==> src/rtl/matrix_multiplier.sv <==
// matrix_multiplier
//   2x2 IEEE-754 binary32 matrix multiplier built around one shared FP
//   multiplier and one shared FP adder. Each output element is a 2-term dot
//   product, sequenced as MUL0 -> MUL1 -> ADD, for c00, c01, c10, c11.
//   Denormals read as zero, results that underflow flush to zero, and
//   rounding is round-to-nearest-even.
// Ports
//   clk       clock, rising edge
//   rst       asynchronous reset, active low
//   In1       matrix A, row-major words {a11,a10,a01,a00}
//   In2       matrix B, column-major words {b11,b01,b10,b00}
//   load      start request, sampled in IDLE only
//   out_ack   result acknowledge, sampled in DONE only
//   Out       result C, row-major words {c11,c10,c01,c00}
//   out_ready C valid and held stable
module matrix_multiplier (
  input  logic         clk,
  input  logic         rst,
  input  logic [127:0] In1,
  input  logic [127:0] In2,
  input  logic         load,
  input  logic         out_ack,
  output logic [127:0] Out,
  output logic         out_ready
);

  localparam logic [31:0] QNAN = 32'h7FC0_0000;

  typedef enum logic [2:0] {IDLE, MUL0, MUL1, ADD, DONE} state_t;

  state_t           state;
  logic [1:0]       idx;                 // element index: {i, j}
  logic [3:0][31:0] a_r, b_r, c_r;
  logic [31:0]      p0, p1;
  logic [31:0]      mul_a, mul_b, mul_y, add_y;
  logic             k;

  // Mantissa rounding shared by both units. m holds the 24-bit significand
  // plus guard and sticky; a carry out bumps the exponent.
  function automatic logic [31:0] pack_rnd(input logic s, input logic signed [9:0] e_in,
                                           input logic [23:0] m, input logic g, input logic st);
    logic [24:0]       mr;
    logic signed [9:0] e;
    logic [22:0]       frac;
    e    = e_in;
    mr   = {1'b0, m} + {24'b0, g & (st | m[0])};
    frac = mr[24] ? mr[23:1] : mr[22:0];
    if (mr[24]) e = e + 10'sd1;
    if (e >= 10'sd255)   pack_rnd = {s, 8'hFF, 23'b0};
    else if (e <= 10'sd0) pack_rnd = {s, 31'b0};
    else                  pack_rnd = {s, e[7:0], frac};
  endfunction

  function automatic logic [31:0] fp_mul(input logic [31:0] x, input logic [31:0] y);
    logic              s, xn, yn, xi, yi, xz, yz;
    logic [47:0]       prod;
    logic signed [9:0] e;
    s  = x[31] ^ y[31];
    xn = (x[30:23] == 8'hFF) && (x[22:0] != 23'b0);
    yn = (y[30:23] == 8'hFF) && (y[22:0] != 23'b0);
    xi = (x[30:23] == 8'hFF) && (x[22:0] == 23'b0);
    yi = (y[30:23] == 8'hFF) && (y[22:0] == 23'b0);
    xz = (x[30:23] == 8'h00);
    yz = (y[30:23] == 8'h00);
    if (xn || yn || (xi && yz) || (yi && xz)) fp_mul = QNAN;
    else if (xi || yi)                         fp_mul = {s, 8'hFF, 23'b0};
    else if (xz || yz)                         fp_mul = {s, 31'b0};
    else begin
      prod = {24'b0, 1'b1, x[22:0]} * {24'b0, 1'b1, y[22:0]};
      e    = $signed({2'b0, x[30:23]}) + $signed({2'b0, y[30:23]}) - 10'sd127;
      if (prod[47]) fp_mul = pack_rnd(s, e + 10'sd1, prod[47:24], prod[23], |prod[22:0]);
      else          fp_mul = pack_rnd(s, e,          prod[46:23], prod[22], |prod[21:0]);
    end
  endfunction

  function automatic logic [31:0] fp_add(input logic [31:0] x, input logic [31:0] y);
    logic              xn, yn, xi, yi, xz, yz, found;
    logic [31:0]       l, sm;
    logic [7:0]        d;
    logic [26:0]       ml, ms;
    logic [53:0]       ext;
    logic [27:0]       sum;
    logic [4:0]        sh;
    logic signed [9:0] e;
    xn = (x[30:23] == 8'hFF) && (x[22:0] != 23'b0);
    yn = (y[30:23] == 8'hFF) && (y[22:0] != 23'b0);
    xi = (x[30:23] == 8'hFF) && (x[22:0] == 23'b0);
    yi = (y[30:23] == 8'hFF) && (y[22:0] == 23'b0);
    xz = (x[30:23] == 8'h00);
    yz = (y[30:23] == 8'h00);
    if (xn || yn || (xi && yi && (x[31] != y[31]))) fp_add = QNAN;
    else if (xi)       fp_add = x;
    else if (yi)       fp_add = y;
    else if (xz && yz) fp_add = {x[31] & y[31], 31'b0};
    else if (xz)       fp_add = y;
    else if (yz)       fp_add = x;
    else begin
      // Larger magnitude first so the subtraction never goes negative.
      if (x[30:0] < y[30:0]) begin l = y; sm = x; end
      else                   begin l = x; sm = y; end
      d  = l[30:23] - sm[30:23];
      ml = {1'b1, l[22:0], 3'b000};
      ext = {1'b1, sm[22:0], 3'b000, 27'b0} >> d;
      // Bit 0 of the aligned operand is the sticky bit.
      if (d > 8'd26) ms = 27'd1;
      else           ms = {ext[53:28], ext[27] | (|ext[26:0])};
      e = $signed({2'b0, l[30:23]});
      if (l[31] == sm[31]) begin
        sum = {1'b0, ml} + {1'b0, ms};
        if (sum[27]) begin
          sum = {1'b0, sum[27:2], sum[1] | sum[0]};
          e   = e + 10'sd1;
        end
      end else begin
        sum = {1'b0, ml - ms};
      end
      if (sum == 28'd0) fp_add = 32'h0;   // exact cancellation is +0
      else begin
        sh    = 5'd0;
        found = 1'b0;
        for (int i = 26; i >= 0; i--) begin
          if (!found && sum[i]) begin
            found = 1'b1;
            sh    = 5'(26 - i);
          end
        end
        sum = sum << sh;
        e   = e - $signed({5'b0, sh});
        fp_add = pack_rnd(l[31], e, sum[26:3], sum[2], sum[1] | sum[0]);
      end
    end
  endfunction

  // Operand select: MUL0 uses k=0 terms (a_i0, b_0j), MUL1 the k=1 terms.
  always_comb begin
    k     = (state == MUL1);
    mul_a = a_r[{idx[1], k}];
    mul_b = b_r[{idx[0], k}];
  end

  assign mul_y = fp_mul(mul_a, mul_b);
  assign add_y = fp_add(p0, p1);
  assign Out   = c_r;

  always_ff @(posedge clk or negedge rst) begin
    if (!rst) begin
      state     <= IDLE;
      idx       <= 2'd0;
      a_r       <= '0;
      b_r       <= '0;
      c_r       <= '0;
      p0        <= '0;
      p1        <= '0;
      out_ready <= 1'b0;
    end else begin
      case (state)
        IDLE: if (load) begin
          a_r   <= In1;
          b_r   <= In2;
          idx   <= 2'd0;
          state <= MUL0;
        end
        MUL0: begin
          p0    <= mul_y;
          state <= MUL1;
        end
        MUL1: begin
          p1    <= mul_y;
          state <= ADD;
        end
        ADD: begin
          c_r[idx] <= add_y;
          idx      <= idx + 2'd1;
          if (idx == 2'd3) begin
            state     <= DONE;
            out_ready <= 1'b1;
          end else begin
            state <= MUL0;
          end
        end
        DONE: if (out_ack) begin
          out_ready <= 1'b0;
          state     <= IDLE;
        end
        default: state <= IDLE;
      endcase
    end
  end

endmodule

==> config.mk <==
export PLATFORM = sky130hd
export DESIGN_NAME = matrix_multiplier
export DESIGN_NICKNAME = d
export VERILOG_FILES = /design/src/rtl/matrix_multiplier.sv
export SDC_FILE = /design/constraint.sdc
export NUM_CORES = 2
export LEC_CHECK = 0
export ABC_AREA = 0
export BUFFER_PORTS_ARGS = -buffer_cell sky130_fd_sc_hd__buf_2
export CAP_MARGIN = 20
export CORE_UTILIZATION = 60
export DETAILED_ROUTE_END_ITERATION = 10
export PLACE_DENSITY = 0.87
export SETUP_SLACK_MARGIN = 0.15
export SLEW_MARGIN = 15
export SYNTH_ARGS = -nofsm -noshare
export SYNTH_HDL_FRONTEND = slang
export SYNTH_SLANG_ARGS = --single-unit
==> constraint.sdc <==
create_clock -name clk -period 38.4 [get_ports clk]
set_clock_uncertainty 0.15 [all_clocks]
set_input_delay 5.76 -clock clk [delete_from_list [all_inputs] [get_ports clk]]
set_output_delay 5.76 -clock clk [all_outputs]
set_load 0.02 [all_outputs]
== Yosys cells after proc, flatten, opt, wreduce, memory -nomap -nowiden ==
Index checks and enable logic that the tools add are counted.

* Order comparisons: 12
* Shift-type cells: 2
* Multiply operators: 1
* Equal/unequal tests: 14
* Reduce and logical (&&, ||, !) cells: 96
* Add/subtract/negate cells: 14
* Bitwise gates (word level): 11
* Muxes and demuxes: 332

{| class="wikitable"
|+ Operators with widths
! kind !! count
|-
| 32-bit 2-to-1 mux || 25
|-
| 31-bit 2-to-1 mux || 9
|-
| 10-bit 2-to-1 mux || 24
|-
| 27-bit 2-to-1 mux || 8
|-
| 1-bit 2-to-1 mux || 211
|-
| 28-bit 2-to-1 mux || 7
|-
| 5-bit 2-to-1 mux || 32
|-
| 32-bit binary-select mux with 2-bit select || 2
|-
| 128-bit bitwise mux || 1
|-
| 23-bit zero test || 4
|-
| 23-bit nonzero test || 4
|-
| 24-bit by 1-bit adder with 25-bit output || 3
|-
| 23-bit 2-to-1 mux || 3
|-
| 32-bit demux with 2-bit select || 1
|-
| 54-bit by 8-bit >> shifter with 54-bit output || 1
|-
| 24-bit by 24-bit multiplier with 48-bit output || 1
|-
| 1-bit logical AND || 40
|-
| 8-bit equality test (second input constant) || 4
|-
| 8-bit zero test || 4
|-
| 31-bit < comparator || 1
|-
| 10-bit by 2-bit adder with 10-bit output (second input constant) || 3
|-
| 10-bit by 9-bit >= comparator with 1-bit output (second input constant) || 3
|-
| 10-bit by 1-bit <= comparator with 1-bit output (second input constant) || 3
|-
| 27-bit by 27-bit adder with 28-bit output || 1
|-
| other kinds (37) || 87
|}

* Register bits: 454

== Depth between registers and ports, before layout ==
* Word-level depth: 321
* Depth in mapped cells: 69
* Depth with buffers taken out: 56

== Worst setup path after synthesis ==
Ideal clock, no wire load.

* Kind: reg-to-reg
* From: register p1[29]
* To: register c_r, in the netlist Out[116]
* Arrival time: 14,018 ps
* Slack: 24,107 ps
* Setup time: 125 ps
* Required time: 38,125 ps
* Buffers on the path: 13
* Stages on the path, launching flop included: 63
* Cell sequence: dfrtp_1 -> clkbuf_1 -> inv_1 -> ha_1 -> nand4_2 -> nor4_2 -> nand4_1 -> o22a_1 -> buf_2 -> nand2_2 -> buf_4 -> buf_2 -> clkbuf_1 -> clkbuf_1 -> buf_1 -> o21a_1 -> ha_1 -> o31a_1 -> (+27 left out) -> and2_1 -> clkbuf_1 -> inv_1 -> clkbuf_1 -> clkbuf_1 -> ha_1 -> a21o_1 -> a21o_1 -> xor2_1 -> or4_1 -> or4_1 -> o21ai_0 -> nand4_1 -> a221oi_2 -> mux2i_4 -> buf_6 -> a31o_2 -> mux2_2

* Word-level cells in the longest chain between the ends: 320

{| class="wikitable"
|+ Ends and longest elaborated chain
! what !! line !! text
|-
| start, declared || 34 || <nowiki>logic [31:0] p0, p1;</nowiki>
|-
| start signal, assigned || 168 || <nowiki>p1 <= mul_y;</nowiki>
|-
| 31-bit < comparator || 99 || <nowiki>if (x[30:0] < y[30:0]) begin l = y; sm = x; end</nowiki>
|-
| 32-bit 2-to-1 mux || 99 ||
|-
| 32-bit 2-to-1 mux || 96 || <nowiki>else if (yz) fp_add = x;</nowiki>
|-
| 32-bit 2-to-1 mux || 95 || <nowiki>else if (xz) fp_add = y;</nowiki>
|-
| 32-bit 2-to-1 mux || 94 || <nowiki>else if (xz && yz) fp_add = {x[31] & y[31], 31'b0};</nowiki>
|-
| 32-bit 2-to-1 mux || 93 || <nowiki>else if (yi) fp_add = y;</nowiki>
|-
| 32-bit 2-to-1 mux || 92 || <nowiki>else if (xi) fp_add = x;</nowiki>
|-
| 32-bit 2-to-1 mux || 91 || <nowiki>if (xn || yn || (xi && yi && (x[31] != y[31]))) fp_add = QNAN;</nowiki>
|-
| (+304 left out) || -- ||
|-
| 32-bit 2-to-1 mux || 117 || <nowiki>if (sum == 28'd0) fp_add = 32'h0;</nowiki>
|-
| 32-bit 2-to-1 mux || 96 ||
|-
| 32-bit 2-to-1 mux || 95 ||
|-
| 32-bit 2-to-1 mux || 94 ||
|-
| 32-bit 2-to-1 mux || 93 ||
|-
| 32-bit 2-to-1 mux || 92 ||
|-
| 32-bit 2-to-1 mux * || 91 ||
|-
| 128-bit bitwise mux * || 172 || <nowiki>c_r[idx] <= add_y;</nowiki>
|-
| end signal, assigned by index || 172 ||
|-
| end, declared || 33 || <nowiki>logic [3:0][31:0] a_r, b_r, c_r;</nowiki>
|}

Mark *: on every way between the ends. The rest lies on a longest branch, timed or not. The select of a mux whose other input is x is not followed.
A chain may end at the register's enable or synchronous reset.

== Worst setup path after layout ==
* From: register p1[23]
* To: register c_r, in the netlist Out[16]

Same word-level chain as after synthesis.

==> summary.md <==
| Metric | Value |
|---|---|
| Outcome | `complete, no violations` |
| RSZ-0062 raised after global routing | `false` |
| Fillers | `6829` |
| Root Buffer | `clkbuf_16` |
| Yosys cell types | `131` |
| CP most frequent cell | `o21ai_0` |
| GR Util All Layers | `0.4543` |
| Synth area leader | `dfrtp_1` |
| DR iter-0 viols | `5945` |
| Area contributors post-synth | `dfrtp_1 (22%), fa_1 (18%), nand2_1 (6.8%)` |
| Storage cell area | `11360 um^2` |
| IO Count | `389` |
| Die ar. | `89160 um^2` |
| Critical Path Start Type | `flip-flop` |
| Required @ worst endpoint | `38800 ps` |
| # nets final | `7458` |
| Max Cap Viol | `0` |
| Post-Route WL | `204600 um` |
| Worst path slowest cell | `mux2i_4` |
| Initial antenna violation count | `28` |
| Crit share post-route | `0.4453` |
| WHS | `325.2 ps` |
| DR pass1 iterations | `7` |
| Slew Limit Fails | `0` |
| Post-CTS Setup Inserts | `0` |
| PortBufs | `388` |
| Die width | `298.6 um` |
| Worst min path class | `flip-flop to flip-flop` |
| Hold buffers post-CTS | `0` |
| Crit path max-delay family | `compound AO/OA/AOI/OAI gates` |
| Largest net degree at the start of global routing | `197` |
| Sinks on Clock Net | `454` |
| Slowest stage delay, CP | `690 ps` |
| DR DRC count | `0` |
| TritonCTS clock tree | `yes` |
| Top-count cell post-synth | `nand2_1` |
| Via count | `50656` |
| Peak fanout along the critical path | `40` |
| CTS Buf Count | `51` |
| Post-Place Cells | `7530` |
| Max Clk Rate | `58.49 MHz` |
| Post-synth EDFFs | `0` |
| Setup crit end kind | `flip-flop` |
| Synth top area share | `0.2152` |
| First-pass GRT wire length | `308500 um` |
| Worst Path Buf+Inv | `7` |
| Slew margin rel. | `0.1657` |
| Critical Path AT | `17500 ps` |
| Gpl congestion | `1.066` |
| Setup CP Type | `flip-flop to flip-flop` |
| Synth cell count leaders | `nand2_1 (962), inv_1 (687), nor2_1 (493), fa_1 (485), dfrtp_1 (454)` |
| Setup TNS | `0 ps` |
| Core Area | `86890 um^2` |
| Max Root-Sink Buffers | `3` |
| Initial Util | `0.6075` |
| Num rows | `108` |
| HPWL Detailed | `155200 um` |
| Share of cells above drive strength 1 | `0.1608` |
| Synth Warn # | `0` |
| Area of the multi-input gates | `37510 um^2` |
| Worst Max-Slew Pin Slew | `1240 ps` |
| Clk_lat worst skew | `660 ps` |
| GRT overflow | `0` |
| Syn Inst Count | `6196` |
| Tmin final | `17100 ps` |
| Vias in the first global route | `51620` |
| Ys async rst share | `1.000` |
| Sequential area share after synthesis | `0.2152` |
| Fin cells | `7650` |
| Hold Fails Final Rpt | `0` |
| Post-Synthesis Cell Area | `52780 um^2` |
| Avg Inst Size Synth | `8.519 um^2` |
| Vias/cell | `6.622` |
| Net Count, Synth | `7225` |
| Die Ht | `298.6 um` |
| Setup violations, final | `0` |
| Gates resized, CTS repair | `0` |
| Area Growth Syn to Fin | `9.403%` |
| Clk slew on worst S/H paths | `70 ps` |
| WL/cell | `26.75 um` |
| H-tree levels | `2` |
| Synthesized flop and latch total | `454` |
| R2R setup slack | `21300 ps` |
| Final ANT Viol Nets | `0` |
| Post-synth top flop | `dfrtp_1` |
-- final timing paths --
check,cells past startpoint,startpoint,end
min in group asynchronous,1,rst,b_r[95]
hold / removal,2,Out[91],Out[91]
setup / recovery,57,p1[23],Out[16]
max in group asynchronous,3,rst,b_r[109]
hold reg to reg,2,Out[91],Out[91]
setup reg to reg,57,p1[23],Out[16]
-- layout by cell type, fill, tap and decap left out, types with 13 or more instances in the layout --
| master | instances |
|---|---|
| and2_1 | 66 |
| ha_1 | 283 |
| nor4_1 | 65 |
| xor2_1 | 61 |
| nor2_1 | 491 |
| a211oi_1 | 41 |
| or3_1 | 23 |
| dfrtp_1 | 452 |
| diode_2 | 23 |
| nand2_1 | 961 |
| o211ai_1 | 58 |
| clkbuf_16 | 51 |
| nand3_1 | 161 |
| o21ai_1 | 90 |
| nor3b_1 | 13 |
| a21o_1 | 57 |
| a22o_1 | 33 |
| fa_1 | 485 |
| mux2i_1 | 45 |
| and3_1 | 50 |
| buf_2 | 387 |
| nor2b_1 | 31 |
| a31oi_1 | 44 |
| o22ai_1 | 41 |
| o21ai_0 | 240 |
| o21bai_1 | 30 |
| inv_1 | 687 |
| clkinv_1 | 16 |
| nor3_1 | 120 |
| xnor2_1 | 116 |
| mux4_2 | 41 |
| o31ai_1 | 37 |
| a21oi_1 | 276 |
| mux2_2 | 277 |
| nand4_1 | 62 |
| o21a_1 | 22 |
| or2_2 | 13 |
| nand2b_1 | 40 |
| buf_4 | 113 |
-- final cells by class --
type,count,share of cell area
tap,1155,0.02502
timing repair buffer,504,0.04931
clock buffer,63,0.02392
antenna,23,0.0009967
sequential,454,0.1968
multi-input combinational,4711,0.6496
inverter,707,0.04595
clock inverter,33,0.008385
-- metal layers --
metal	GRT usage	vias to the layer above	wire [um]
met1	0.5236	24347	68710
li1	-	21546	-
met5	0	-	39
met2	0.7061	3613	91470
met3	0.1248	1144	23600
met4	0.3814	6	20790
-- flip-flops by register name (all words and copies together), names as in the netlist --
signal	cells
Out	128
a_r	128
b_r	128
idx	2
out_ready	1
p0	32
p1	32
state	3
-- kinds of logic after synthesis --
logic type               synth area share
AND/OR/NAND/NOR                    0.1910
AO/OA/AOI/OAI                      0.1495
XOR/XNOR                          0.02989
buffers and inverters             0.07550
adder cells (fa/ha/maj)            0.2513
multiplexers                      0.08766
flip-flops                         0.2152
-- worst min-delay path, delay by kind of cell (launching register included) --
kind               cells  cell delay (ps)
AOI/OAI and AO/OA      1               60
DFF                    1              340
and+or+nand+nor        1               40
-- stage by stage --
| stage | setup WS (ps) | cell area [um^2] | util |
|---|---|---|---|
| 2_1_floorplan | 24110 | 52780 | - |
| 3_3_place_gp | 21970 | 55810 | 0.6423 |
| 3_5_place_dp | 21760 | 55820 | 0.6424 |
| 4_1_cts | 21680 | 57680 | 0.6639 |
| 5_1_grt | 20320 | 57750 | 0.6646 |
| 6_report | 21300 | 57750 | 0.6646 |
Power is not shown: default switching activity piles up to over one toggle a cycle in this logic, so the estimate is an artifact.
